===== src/rtl/alu_seq_pkg.sv =====
// Shared types and constants for the multi-cycle multiply/divide sequencer.
// Pure declarations, no logic.
// Imported by the sequencer and by anything that models the shared ALU.
package alu_seq_pkg;

    typedef enum logic {
        OP_MUL  = 1'b0,
        OP_UDIV = 1'b1
    } op_e;

    typedef enum logic [1:0] {
        IDLE,
        MUL_STEP,
        DIV_STEP,
        DONE
    } state_e;

    localparam logic [1:0] ALUCTL_ADD = 2'b00;
    localparam logic [1:0] ALUCTL_SUB = 2'b01;
    localparam logic [1:0] ALUCTL_AND = 2'b10;
    localparam logic [1:0] ALUCTL_ORR = 2'b11;

    localparam int FLAG_N = 3;
    localparam int FLAG_Z = 2;
    localparam int FLAG_C = 1;
    localparam int FLAG_V = 0;

endpackage


===== src/rtl/alu_seq_ctrl.sv =====
// Sequencer running unsigned 32x32 multiply (low word) and restoring 32/32 divide on the shared ALU.
// Latency: WIDTH+1 cycles from accepted start to done; divide-by-zero finishes in one cycle.
// Backpressure: start is only sampled in IDLE; requests while busy or done are dropped.
module alu_seq_ctrl
    import alu_seq_pkg::*;
#(
    parameter int WIDTH = 32,
    parameter int CNT_W = 5
) (
    input  logic             clk,
    input  logic             reset,
    input  logic             start,
    input  logic             op,
    input  logic [WIDTH-1:0] a,
    input  logic [WIDTH-1:0] b,
    output logic             busy,
    output logic             done,
    output logic [WIDTH-1:0] result,
    output logic [WIDTH-1:0] remainder,
    output logic             div_by_zero,
    output logic [WIDTH-1:0] alu_srca,
    output logic [WIDTH-1:0] alu_srcb,
    output logic [1:0]       alu_control,
    input  logic [WIDTH-1:0] alu_result,
    input  logic [3:0]       alu_flags
);

    localparam logic [CNT_W-1:0] LAST_STEP = CNT_W'(WIDTH - 1);

    state_e           state_q, state_d;
    logic [WIDTH-1:0] acc_q, acc_d;
    logic [WIDTH-1:0] mcand_q, mcand_d;
    logic [WIDTH-1:0] mplier_q, mplier_d;
    logic [WIDTH-1:0] rem_q, rem_d;
    logic [WIDTH-1:0] quo_q, quo_d;
    logic [WIDTH-1:0] dvsr_q, dvsr_d;
    logic [CNT_W-1:0] cnt_q, cnt_d;
    logic [WIDTH-1:0] result_q, result_d;
    logic [WIDTH-1:0] remainder_q, remainder_d;
    logic             dbz_q, dbz_d;

    logic [WIDTH-1:0] trial;
    logic [WIDTH-1:0] rem_nxt;
    logic [WIDTH-1:0] quo_nxt;

    // Only the carry flag matters: it is the no-borrow indication of the trial subtract.
    logic unused_flags;
    assign unused_flags = alu_flags[FLAG_N] ^ alu_flags[FLAG_Z] ^ alu_flags[FLAG_V];

    // Next-state and ALU drive; ALU inputs depend only on registered state.
    always_comb begin
        state_d     = state_q;
        acc_d       = acc_q;
        mcand_d     = mcand_q;
        mplier_d    = mplier_q;
        rem_d       = rem_q;
        quo_d       = quo_q;
        dvsr_d      = dvsr_q;
        cnt_d       = cnt_q;
        result_d    = result_q;
        remainder_d = remainder_q;
        dbz_d       = dbz_q;
        alu_srca    = '0;
        alu_srcb    = '0;
        alu_control = ALUCTL_ADD;
        trial       = {rem_q[WIDTH-2:0], quo_q[WIDTH-1]};
        rem_nxt     = trial;
        quo_nxt     = {quo_q[WIDTH-2:0], 1'b0};

        case (state_q)
            IDLE: begin
                if (start) begin
                    if (op == OP_UDIV) begin
                        if (b == '0) begin
                            result_d    = '1;
                            remainder_d = a;
                            dbz_d       = 1'b1;
                            state_d     = DONE;
                        end else begin
                            rem_d   = '0;
                            quo_d   = a;
                            dvsr_d  = b;
                            cnt_d   = '0;
                            dbz_d   = 1'b0;
                            state_d = DIV_STEP;
                        end
                    end else begin
                        acc_d    = '0;
                        mcand_d  = a;
                        mplier_d = b;
                        cnt_d    = '0;
                        dbz_d    = 1'b0;
                        state_d  = MUL_STEP;
                    end
                end
            end
            MUL_STEP: begin
                alu_srca    = acc_q;
                alu_srcb    = mplier_q[0] ? mcand_q : '0;
                alu_control = ALUCTL_ADD;
                acc_d       = alu_result;
                mcand_d     = mcand_q << 1;
                mplier_d    = mplier_q >> 1;
                cnt_d       = cnt_q + 1'b1;
                if (cnt_q == LAST_STEP) begin
                    result_d    = alu_result;
                    remainder_d = '0;
                    state_d     = DONE;
                end
            end
            DIV_STEP: begin
                alu_srca    = trial;
                alu_srcb    = dvsr_q;
                alu_control = ALUCTL_SUB;
                if (alu_flags[FLAG_C]) begin
                    rem_nxt = alu_result;
                    quo_nxt = {quo_q[WIDTH-2:0], 1'b1};
                end
                rem_d = rem_nxt;
                quo_d = quo_nxt;
                cnt_d = cnt_q + 1'b1;
                if (cnt_q == LAST_STEP) begin
                    result_d    = quo_nxt;
                    remainder_d = rem_nxt;
                    state_d     = DONE;
                end
            end
            DONE: begin
                state_d = IDLE;
            end
            default: begin
                state_d = IDLE;
            end
        endcase
    end

    // State register with synchronous reset; reset mid-operation aborts without done.
    always_ff @(posedge clk) begin
        if (reset) begin
            state_q     <= IDLE;
            acc_q       <= '0;
            mcand_q     <= '0;
            mplier_q    <= '0;
            rem_q       <= '0;
            quo_q       <= '0;
            dvsr_q      <= '0;
            cnt_q       <= '0;
            result_q    <= '0;
            remainder_q <= '0;
            dbz_q       <= 1'b0;
        end else begin
            state_q     <= state_d;
            acc_q       <= acc_d;
            mcand_q     <= mcand_d;
            mplier_q    <= mplier_d;
            rem_q       <= rem_d;
            quo_q       <= quo_d;
            dvsr_q      <= dvsr_d;
            cnt_q       <= cnt_d;
            result_q    <= result_d;
            remainder_q <= remainder_d;
            dbz_q       <= dbz_d;
        end
    end

    assign busy        = (state_q == MUL_STEP) || (state_q == DIV_STEP);
    assign done        = (state_q == DONE);
    assign result      = result_q;
    assign remainder   = remainder_q;
    assign div_by_zero = dbz_q;

endmodule


===== config.mk =====
export PLATFORM = sky130hd
export DESIGN_NAME = alu_seq_ctrl
export DESIGN_NICKNAME = d
export VERILOG_FILES = /design/src/rtl/alu_seq_pkg.sv /design/src/rtl/alu_seq_ctrl.sv
export SDC_FILE = /design/constraint.sdc
export NUM_CORES = 1
export LEC_CHECK = 0
export BUFFER_PORTS_ARGS = -buffer_cell sky130_fd_sc_hd__buf_2
export CAP_MARGIN = 25
export CORE_MARGIN = 10
export CORE_UTILIZATION = 40
export CTS_BUF_LIST = sky130_fd_sc_hd__clkbuf_4 sky130_fd_sc_hd__clkbuf_8 sky130_fd_sc_hd__clkbuf_16
export DETAILED_ROUTE_END_ITERATION = 8
export GPL_TIMING_DRIVEN = 0
export RECOVER_POWER = 50
export SLEW_MARGIN = 20
export SYNTH_ARGS = -nofsm -noshare
export SYNTH_HDL_FRONTEND = slang
export SYNTH_SLANG_ARGS = --single-unit
export TNS_END_PERCENT = 1

===== constraint.sdc =====
create_clock -name clk -period 3.1 [get_ports clk]
set_clock_uncertainty 0.15 [all_clocks]
set_input_delay 0.31 -clock clk [delete_from_list [all_inputs] [get_ports clk]]
set_output_delay 0.31 -clock clk [all_outputs]
set_load 0.05 [all_outputs]

Word-level counts from Yosys, hierarchy flattened. Index checks and enable logic that the tools add are counted.

Bits in registers: 263. Output and inout port bits: 133. Input bits: 104.

Reductions and logical operators: 15. Eq/ne operators: 13. $add $sub $neg: 1. Bitwise gates (word level): 1. Multiplexer cells: 46.

Operators by type and width (count): 32-bit 2-to-1 mux (21); 32-bit case mux with 2 select lines (6); 32-bit case mux with 3 select lines (2); 31-bit 2-to-1 mux (3); 31-bit case mux with 2 select lines (1); 32-bit zero test (1); 5-bit 2-to-1 mux (3); 2-bit inequality test, second input constant (7); 5-bit case mux with 2 select lines (1); 4-bit AND reduction (2); 2-bit 2-to-1 mux (3); 2-bit case mux with 3 select lines (1); 3-bit AND reduction (2); 6-bit AND reduction (1); 2-bit nonzero test (3); 5-bit by 1-bit adder with 5-bit output, second input constant (1); 5-bit == test, second input constant (1); 1-bit 2-to-1 mux (5); 2-bit == test, second input constant (2); 2-bit AND reduction (2); 3-bit inequality test, second input constant (1); 3-bit nonzero test (1); 2-bit by 1-bit == test with 1-bit output, second input constant (1); 2-bit zero test (1); other kinds (4) (4).

Longest topological paths before layout. Gate-level depths: netlist of the first run.

Depth in word-level cells: 5. Mapped depth: 10.

Worst setup path before layout of the first run. Ideal clock, no wire load.

Path kind: reg-to-output. Start point: register state_q[0]. End point: output port alu_srcb[13]. Data arrival time: 2.522 ns. Cell stages (with the launch flop): 8. Slack: 0.118 ns. Path through: dfxtp_1 > inv_1 > ha_1 > clkbuf_1 > and2_1 > clkbuf_1 > buf_1 > a22o_1.

Cells in the longest elaborated chain, start to end: 2. Elaborated cells on any way between the ends: 3.

Ends and longest elaborated chain: start: declaration (RTL line alu_seq_ctrl.sv:30) `state_e state_q, state_d;`; start signal: assignment (RTL line alu_seq_ctrl.sv:152) `state_q <= state_d;`; 2-bit == test / 2-bit by 1-bit == test with 1-bit output (equally long branches) (RTL line alu_seq_ctrl.sv:70) `case (state_q)`; 32-bit case mux with 2 select lines * (RTL line alu_seq_ctrl.sv:70); end: declaration (RTL line alu_seq_ctrl.sv:22) `output logic [WIDTH-1:0] alu_srcb,`.

Mark *: on every way between the ends. The rest lies on a longest branch, timed or not.

Final worst setup path of the first run.
Start point: register state_q[0]. End point: output port alu_srca[31].

Cells in the longest elaborated chain, start to end: 2. Elaborated cells on any way between the ends: 3.

Ends and longest elaborated chain: 2-bit == test / 2-bit by 1-bit == test with 1-bit output (equally long branches) (RTL line alu_seq_ctrl.sv:70); 32-bit case mux with 2 select lines * (RTL line alu_seq_ctrl.sv:70); end: declaration (RTL line alu_seq_ctrl.sv:21) `output logic [WIDTH-1:0] alu_srca,`.

Marked as above.

==> impl_metrics.toml, run 1 <==
[global_routing]
grt_pass1_vias = 12280
grt.total_usage_pct = 24.51
antenna_found_initial = 2
grt_pass1_wl_um = 75360
grt_max_degree = 15
grt-ovfl-total = 0

[sta]
relSlewSlack_pct = 40.39
final.setup.tns_ps = 0
rsz0062_at_grt = "true"
worstMarginPinSlew_ps = 892.3
fin_crit_ps = 3051
slew_violations = 0
timing.fmax_ghz = 0.3278
fin_crit_sh_pct = 98.42
hold_viol = 0
setup_viol = 0

[logic_synthesis]
synth_top_area_cell = "dfxtp_1"
yosys.area.top_type_share_pct = 41.80
synthCells = 1385
synth-seq-cells = 263
ys_types = 43
syn_area_um2 = 12590
synth-xor-area-share_pct = 0
yosysSeqAreaShare_pct = 41.80
syn_area_per_cell_um2 = 9.094
synthTopCellsByArea = "dfxtp_1 42%, mux2i_1 7.6%, a211oi_2 5.9%"
synth_warnings = 0
post_synth_fa_ha_maj_area_fraction_pct = 0.6954
synth_edf_count = 0
yosys.area_share.simple_pct = 12.35
async_reset_ff_share_pct = 0
yosys_most_used_dff = "dfxtp_1"
synth_nets = 1496
synthMuxAreaShare_pct = 10.50
synth-compound-area-share_pct = 28.48
synth_top_family_by_area = "compound AO/OA/AOI/OAI gates"

[floorplan]
ios = 237
fp-row-count = 64
dieArea_um2 = 38980
dieHeight_um = 197.4
start_util_pct = 40.85
fp.dieW_um = 197.4
core_area_um2 = 30830

[pwr]
p_leak_uw = 0.005821
vdd_drop_max_mv = 0.7152
power.density_nw_per_um2 = 1068

[outcome]
status = "finished clean"

[final_layout]
finalNonFillerCells = 2139
drive_gt1_share_pct = 22.46
stdcell_area_um2 = 16030
final_nets = 1833
area_growth_pct = 27.28

[route]
avgViaCountPerCell = 5.838
drt_wl_total_um = 49940
drcViolationCount = 0
wl_per_cell_um = 23.35
final_antenna_net_count = 0
vias = 12490
first_pass_iters = 5
drt_iter0_markers = 981

[critical_path]
path_buf_inv = 5
crit_fanout = 10
endpoint_kind = "primary output"
slowest_delay_ps = 330
crit_slowest_cell = "dfxtp_2"
crit_top_cell = "buf_4"
r2r_slack_ps = 200
cp.required_ps = 2640
crit_chain = "inv_1 -> ha_1 -> buf_4 -> and2_1 -> clkbuf_8 -> buf_4 -> a22o_1 -> buf_4"
startpoint_type = "flip-flop"
cp_top_family = "buffers and inverters"
cp.arrival_ps = 2590
crit_type = "reg2out"

[clock_network]
cts_buffers = 30
insertion_delay_ps = 560
h-tree-depth = 1
clkSinkCount = 263
root_buffer = "clkbuf_16"
cts.path.max_buffers = 3
cts.reportedPaths.clkPinSlew_ps = 60
cts_tree = "yes"

[placement]
place_area_um2 = 14240
hpwl_um = 37900
gp_congestion = 0.9221
place_inst = 2010
port_buffers = 229

[flow_run]
drv_cap = 0

[min_path]
hold_path.class = "in2reg"
## power by group
part	total, µW	internal, µW	switching [µW]	leakage [µW]
logic	8760	2670	6090	0.00318
clock network	3500	2070	1420	0.000490
registers	4860	4240	623	0.00215
## metal layers
| layer | part of all wire (%) | routed length (µm) | track usage, % |
|---|---|---|---|
| met1 | 44 | 22080 | 32.95 |
| met5 | 0 | 0 | 0 |
| met2 | 45 | 22440 | 38.54 |
| met3 | 7.1 | 3536 | 4.208 |
| met4 | 3.8 | 1879 | 9.143 |
## through the flow
stage               power (µW)  util [%]  hold WS [ps]  setup slack, ps
global route             18000     51.99         12.55           -5.827
finish                   17120     52.00         7.982            49.02
detailed placement       13470     46.18         294.1           -755.4
global placement         13350     46.18         288.1           -713.6
floorplan                11090         -         282.2            118.3
CTS                      17130     52.11        0.1212           -14.28
## tightest hold or removal path, stage by stage
cell,delay [ps]
buf_2,140
mux2i_1,130
a211oi_1,80
## cell usage after synthesis (8+ instances only)
cell	instances
nor2_1	73
a221oi_1	27
a21oi_2	19
nand4_1	32
a21oi_1	108
dfxtp_1	263
a211oi_1	94
nor4_1	8
o31ai_1	31
nand2_1	164
a211oi_2	59
buf_2	33
nor3_1	33
buf_6	14
nand3_1	35
mux2i_1	95
clkbuf_1	89
mux2_2	33
buf_1	18
a22oi_1	8
a22o_1	68
o21ai_0	34
## state kept, by name, summed over array words and instances (netlist names)
register     count
mcand_q         32
rem_q           31
result          32
remainder       32
div_by_zero      1
quo_q           32
acc_q           32
state_q          2
cnt_q            5
mplier_q        32
dvsr_q          32
## layout by cell type (no fill, tap or decap), types with 33 or more instances in the layout
cell / Yosys / routed
nand3_1: 35 / 35
o21ai_0: 34 / 35
dfxtp_1: 263 / 262
mux2_2: 33 / 33
a21oi_1: 108 / 108
mux2i_1: 95 / 95
a22o_1: 68 / 68
buf_4: 3 / 37
a211oi_1: 94 / 94
nand2_1: 164 / 164
clkbuf_1: 89 / 148
nor2_1: 73 / 72
nor3_1: 33 / 33
dlygate4sd3_1: 0 / 73
buf_2: 33 / 161
a211oi_2: 59 / 59
## path summary, 6_finish.rpt
kind | endpoint | cells past startpoint | start
max | alu_srca[31] | 8 | state_q[0]
min | quo_q[26] | 3 | a[26]
max reg2reg | result[10] | 10 | state_q[0]
min reg2reg | acc_q[9] | 2 | acc_q[9]
## kinds of logic (layout without fill, tap and decap cells)
family,Yosys count,count (layout)
muxes,128,128
DFF,263,263
buffers and inverters,164,520
and+or+nand+nor,356,356
adders and majority gates,7,7
AOI/OAI and AO/OA,466,466
other,1,3
## cell type report
class                      instances  area [µm²]
antenna                            2       5.005
buffer                           156       797.0
clock buffer                      42       895.9
clock inverter                     9       72.57
fill                            2967       14800
inverter                           7       26.28
multi-input combinational        958        6576
sequential                       263        5266
tap                              396       495.5
timing repair buffer             306        1896
## timing repair
action                     CTS  global route
pin swaps                    0             2
hold endpoints to repair   103             0
setup buffers                0             4
resized for setup           54            11
hold buffers                73             0
cloned                       0             0
setup endpoints to repair   74            62
No activity file was read; power rests on OpenSTA's default activity.
==> run 2, diff against run 1 <==
--- a/config.mk
+++ b/config.mk
@@ -12,8 +12,9 @@
 export CTS_BUF_LIST = sky130_fd_sc_hd__clkbuf_4 sky130_fd_sc_hd__clkbuf_8 sky130_fd_sc_hd__clkbuf_16
 export DETAILED_ROUTE_END_ITERATION = 8
 export GPL_TIMING_DRIVEN = 0
+export MAX_ROUTING_LAYER = met4
 export RECOVER_POWER = 50
-export SLEW_MARGIN = 20
+export SLEW_MARGIN = 5
 export SYNTH_ARGS = -nofsm -noshare
 export SYNTH_HDL_FRONTEND = slang
 export SYNTH_SLANG_ARGS = --single-unit
==> impl_metrics.toml, run 2 (synthesized netlist as in run 1, its figures left out) <==
[final_layout]
drive_gt1_share_pct = 21.95
final_nets = 1844
final_common_cell = "dfxtp_1"
num-fill-cells = 2977
layout_common_cells = "263 x dfxtp_1, 164 x nand2_1, 158 x buf_2"
area_growth_pct = 28.59

[critical_path]
r2r-end = "remainder[28]"
r2r-start = "state_q[0]"
crit_fanout = 10
startpoint_type = "flip-flop"
endpoint_kind = "primary output"
r2r_slack_ps = 150
crit_start = "state_q[1]"
crit_type = "reg2out"
worstRegToRegCells = 10
cp.required_ps = 2640
cp.arrival_ps = 2580

[route]
vias = 12580
drt_iter0_markers = 1152
avgViaCountPerCell = 5.842
wl_per_cell_um = 23.42
first_pass_iters = 7
drt_wl_total_um = 50450
final_antenna_net_count = 0
drcViolationCount = 0

[floorplan]
start_util_pct = 40.85
core_area_um2 = 30830
fp.dieW_um = 197.4
fp-row-count = 64
dieArea_um2 = 38980
ios = 237
dieHeight_um = 197.4

[min_path]
hp-start = "a[5]"
whs_path_depth = 3
whs_endpoint = "mcand_q[5]"
hold_path.class = "in2reg"

[clock_network]
cts_tree = "yes"
h-tree-depth = 1
cts.reportedPaths.clkPinSlew_ps = 60
cts_buffers = 30
root_buffer = "clkbuf_16"
cts.path.max_buffers = 3
clkSinkCount = 263
insertion_delay_ps = 560

[flow_run]
drv_cap = 0

[global_routing]
antenna_found_initial = 4
grt_pass1_wl_um = 75670
grt_pass1_vias = 12250
grt_max_degree = 15
grt.total_usage_pct = 25.42
grt-ovfl-total = 0

[sta]
relSlewSlack_pct = 39.67
worstMarginPinSlew_ps = 903.0
final.setup.tns_ps = 0
fin_crit_ps = 3038
fin_crit_sh_pct = 98.00
slew_violations = 0
setup_viol = 0
timing.fmax_ghz = 0.3292
rsz0062_at_grt = "true"
hold_viol = 0
hold_ws_ps = 16.31

[pwr]
vdd_drop_max_mv = 0.7131
power.density_nw_per_um2 = 1072
p_leak_uw = 0.005880

[placement]
hpwl_um = 38240
port_buffers = 229
gp_congestion = 0.9236

[outcome]
status = "finished clean"
==> run 2: cell types whose count changed in the layout (fill, tap and decap cells not counted), moves of 3 or more <==
cell | previous run | this run
buf_2 | 161 | 158
buf_4 | 37 | 26
clkbuf_4 | 17 | 21
clkbuf_2 | 1 | 4
clkbuf_1 | 148 | 157
dlygate4sd3_1 | 73 | 86
buf_1 | 15 | 11
==> run 2: stage by stage <==
stage                     utilization (%)  instances  setup WS [ps]  power (µW)  area, µm²
final                               52.53       2154          61.87       17360      16200
after floorplan                         -       1385          118.3       11090      12590
after detailed placement            46.18       2010         -730.4       13510      14240
after CTS                           52.67       2149          7.837       17400      16240
after global routing                52.53       2154         -9.772       18230      16200
after global placement              46.18       2010         -744.5       13360      14240
==> run 2: where the power goes <==
part	switching, µW	total (µW)	internal, µW
sequential	627	4860	4230
combinational	6110	8770	2650
clock	1480	3730	2250
total	8220	17400	9140
==> run 2: worst max-delay path by stage <==
stage | to | depth (start not counted)
after floorplan | alu_srcb[13] | 7
after global placement | alu_srca[31] | 8
after detailed placement | alu_srca[31] | 8
after CTS | alu_srca[30] | 8
after global routing | alu_srca[16] | 7
final | alu_srca[16] | 7
==> run 2: critical path, cell delays in order, from the launching register on <==
cell      delay [ps]
dfxtp_1          390
inv_1            130
ha_4             350
inv_1            160
nor2_4           280
clkbuf_4         280
a22o_1           170
buf_2            260
==> run 2: cell type report <==
type | count | area [µm²] | share of cell area [%]
Clock buffer | 42 | 895.9 | 5.532
Tap cell | 396 | 495.5 | 3.059
Sequential cell | 263 | 5265 | 32.51
Inverter | 7 | 26.28 | 0.1622
Buffer | 156 | 778.2 | 4.805
Timing Repair Buffer | 317 | 2008 | 12.40
Antenna cell | 4 | 10.01 | 0.06180
Multi-Input combinational cell | 958 | 6576 | 40.61
Clock inverter | 11 | 140.1 | 0.8653
==> run 2: per-layer routing <==
| layer | up-vias | wire, µm | track usage [%] | share of wire (%) |
|---|---|---|---|---|
| met2 | 476 | 23230 | 40.04 | 46 |
| met3 | 74 | 3236 | 3.612 | 6.4 |
| li1 | 5870 | - | - | - |
| met1 | 6163 | 22790 | 33.63 | 45 |
| met4 | 0 | 1199 | 6.408 | 2.4 |
| met5 | - | 0 | - | 0 |
==> run 2: repair_timing <==
action | CTS | global route
endpoints found under the hold margin | 120 | 0
pin swaps | 1 | 1
hold buffers | 86 | 0
setup endpoints to repair | 72 | 62
setup buffers | 1 | 1
gates resized for setup | 42 | 23
==> run 3, diff against run 2 <==
==> constraint.sdc (replaced) <==
create_clock -name clk -period 3.1 [get_ports clk]
set_clock_uncertainty 0.15 [all_clocks]
set_input_delay 0.31 -clock clk [delete_from_list [all_inputs] [get_ports clk]]
set_output_delay 0.31 -clock clk [all_outputs]
set_load 0.005 [all_outputs]
==> impl_metrics.toml, run 3 (synthesized netlist as in run 1, its figures left out) <==
[sta]
fin_ws_ps = 48.97
hold_viol = 0
timing.fmax_ghz = 0.3278
fin_crit_ps = 3051
rsz0062_at_grt = "true"
worstMarginPinSlew_ps = 874.2
fin_crit_sh_pct = 98.42
slew_violations = 0
setup_viol = 0
relSlewSlack_pct = 41.59

[pwr]
power.density_nw_per_um2 = 992.6
vdd_drop_max_mv = 0.5635
p_leak_uw = 0.005927
power_uw = 16000

[clock_network]
cts_buffers = 30
h-tree-depth = 1
cts.path.max_buffers = 3
root_buffer = "clkbuf_16"
insertion_delay_ps = 560
cts_tree = "yes"
cts_setup_buffers = 0
cts.reportedPaths.clkPinSlew_ps = 60
clkSinkCount = 263

[final_layout]
final_nets = 1842
finalNonFillerCells = 2152
layout_common_cells = "263 x dfxtp_1, 204 x buf_2, 164 x nand2_1"
final_common_cell = "dfxtp_1"
drive_gt1_share_pct = 22.72
area_growth_pct = 27.96
seqCellArea_um2 = 5265
num-fill-cells = 2979
multiInputGateArea_um2 = 6576

[critical_path]
crit_start = "state_q[1]"
r2r-start = "state_q[0]"
cp_top_family = "buffers and inverters"
crit_slowest_cell = "ha_4"
cp.arrival_ps = 2590
slowest_delay_ps = 430
crit_type = "reg2out"
crit_top_cell = "inv_1"
cp.required_ps = 2640
endpoint_kind = "primary output"
startpoint_type = "flip-flop"
crit_chain = "inv_1 -> ha_4 -> inv_1 -> nor2_4 -> buf_4 -> a22o_1 -> buf_2"
crit_fanout = 12
path_buf_inv = 4

[route]
wl_per_cell_um = 23.41
vias = 12590
final_antenna_net_count = 0
wl_met3_um = 3418
avgViaCountPerCell = 5.852
met2_length_um = 23080
wl_met1_um = 22590
drt_wl_total_um = 50370
first_pass_iters = 7
drcViolationCount = 0
top_layer = "met4"
drt_iter0_markers = 1115

[outcome]
status = "finished clean"

[floorplan]
core_area_um2 = 30830
fp-row-count = 64
dieHeight_um = 197.4
dieArea_um2 = 38980
ios = 237
fp.dieW_um = 197.4
start_util_pct = 40.85

[min_path]
hp-start = "a[5]"
hold_path.class = "in2reg"

[global_routing]
antenna_found_initial = 4
grt_pass1_vias = 12260
grt_pass1_wl_um = 75650
grt-ovfl-total = 0
grt.total_usage_pct = 25.42
grt_max_degree = 15

[flow_run]
drv_cap = 0

[placement]
hpwl_um = 38240
dpl_worst_slack_ps = -580.4
place_inst = 2010
gp_congestion = 0.9236
port_buffers = 229
[run 3: per-stage QoR]
stage	utilization [%]	instance area, µm²	hold WS, ps	TNS (ps)
final	52.27	16120	15.25	0
after global placement	46.18	14240	288.2	-24850
after floorplan	-	12590	282.2	0
after global routing	52.27	16120	9.005	-105.4
after CTS	52.46	16170	1.009	0
after detailed placement	46.18	14240	295.7	-24530
[run 3: power by group]
part	switching [µW]	leakage, µW	internal, µW	total [µW]
Sequential	622	0.00215	4230	4860
Clock	1470	0.000519	2250	3730
Combinational	4750	0.00326	2660	7410
[run 3: worst paths after layout]
kind                   end  cells after the start  slack, ps
min             mcand_q[5]                      3         20
max           alu_srca[30]                      7         50
max reg2reg  remainder[31]                      7        240
min reg2reg       acc_q[2]                      2        300
[run 3: timing repair]
action	CTS	global route
resized for setup	19	10
endpoints found under the hold margin	120	0
hold buffers	86	0
endpoints found under the setup margin	72	68
[run 3: worst min-delay path, cell delays in order]
cell and delay (ps):
buf_2 140, mux2i_1 130, a211oi_1 80
[run 3: area by class of cell]
cell class              instances  share of cell area (%)
multi-input cells             958                   40.81
flip-flops and latches        263                   32.67
repair buffers                315                   11.99
clock buffers                  42                   5.559
plain buffers                 156                   4.806
well taps                     396                   3.075
clock inverters                11                  0.8696
inverters                       7                  0.1630
diodes                          4                 0.06211
[run 3: metal layers]
| layer | global-route usage [%] | vias to the layer above |
|---|---|---|
| met5 | - | - |
| met4 | 6.551 | 0 |
| met3 | 3.663 | 74 |
| met2 | 40.05 | 524 |
| met1 | 33.53 | 6131 |
| li1 | - | 5865 |
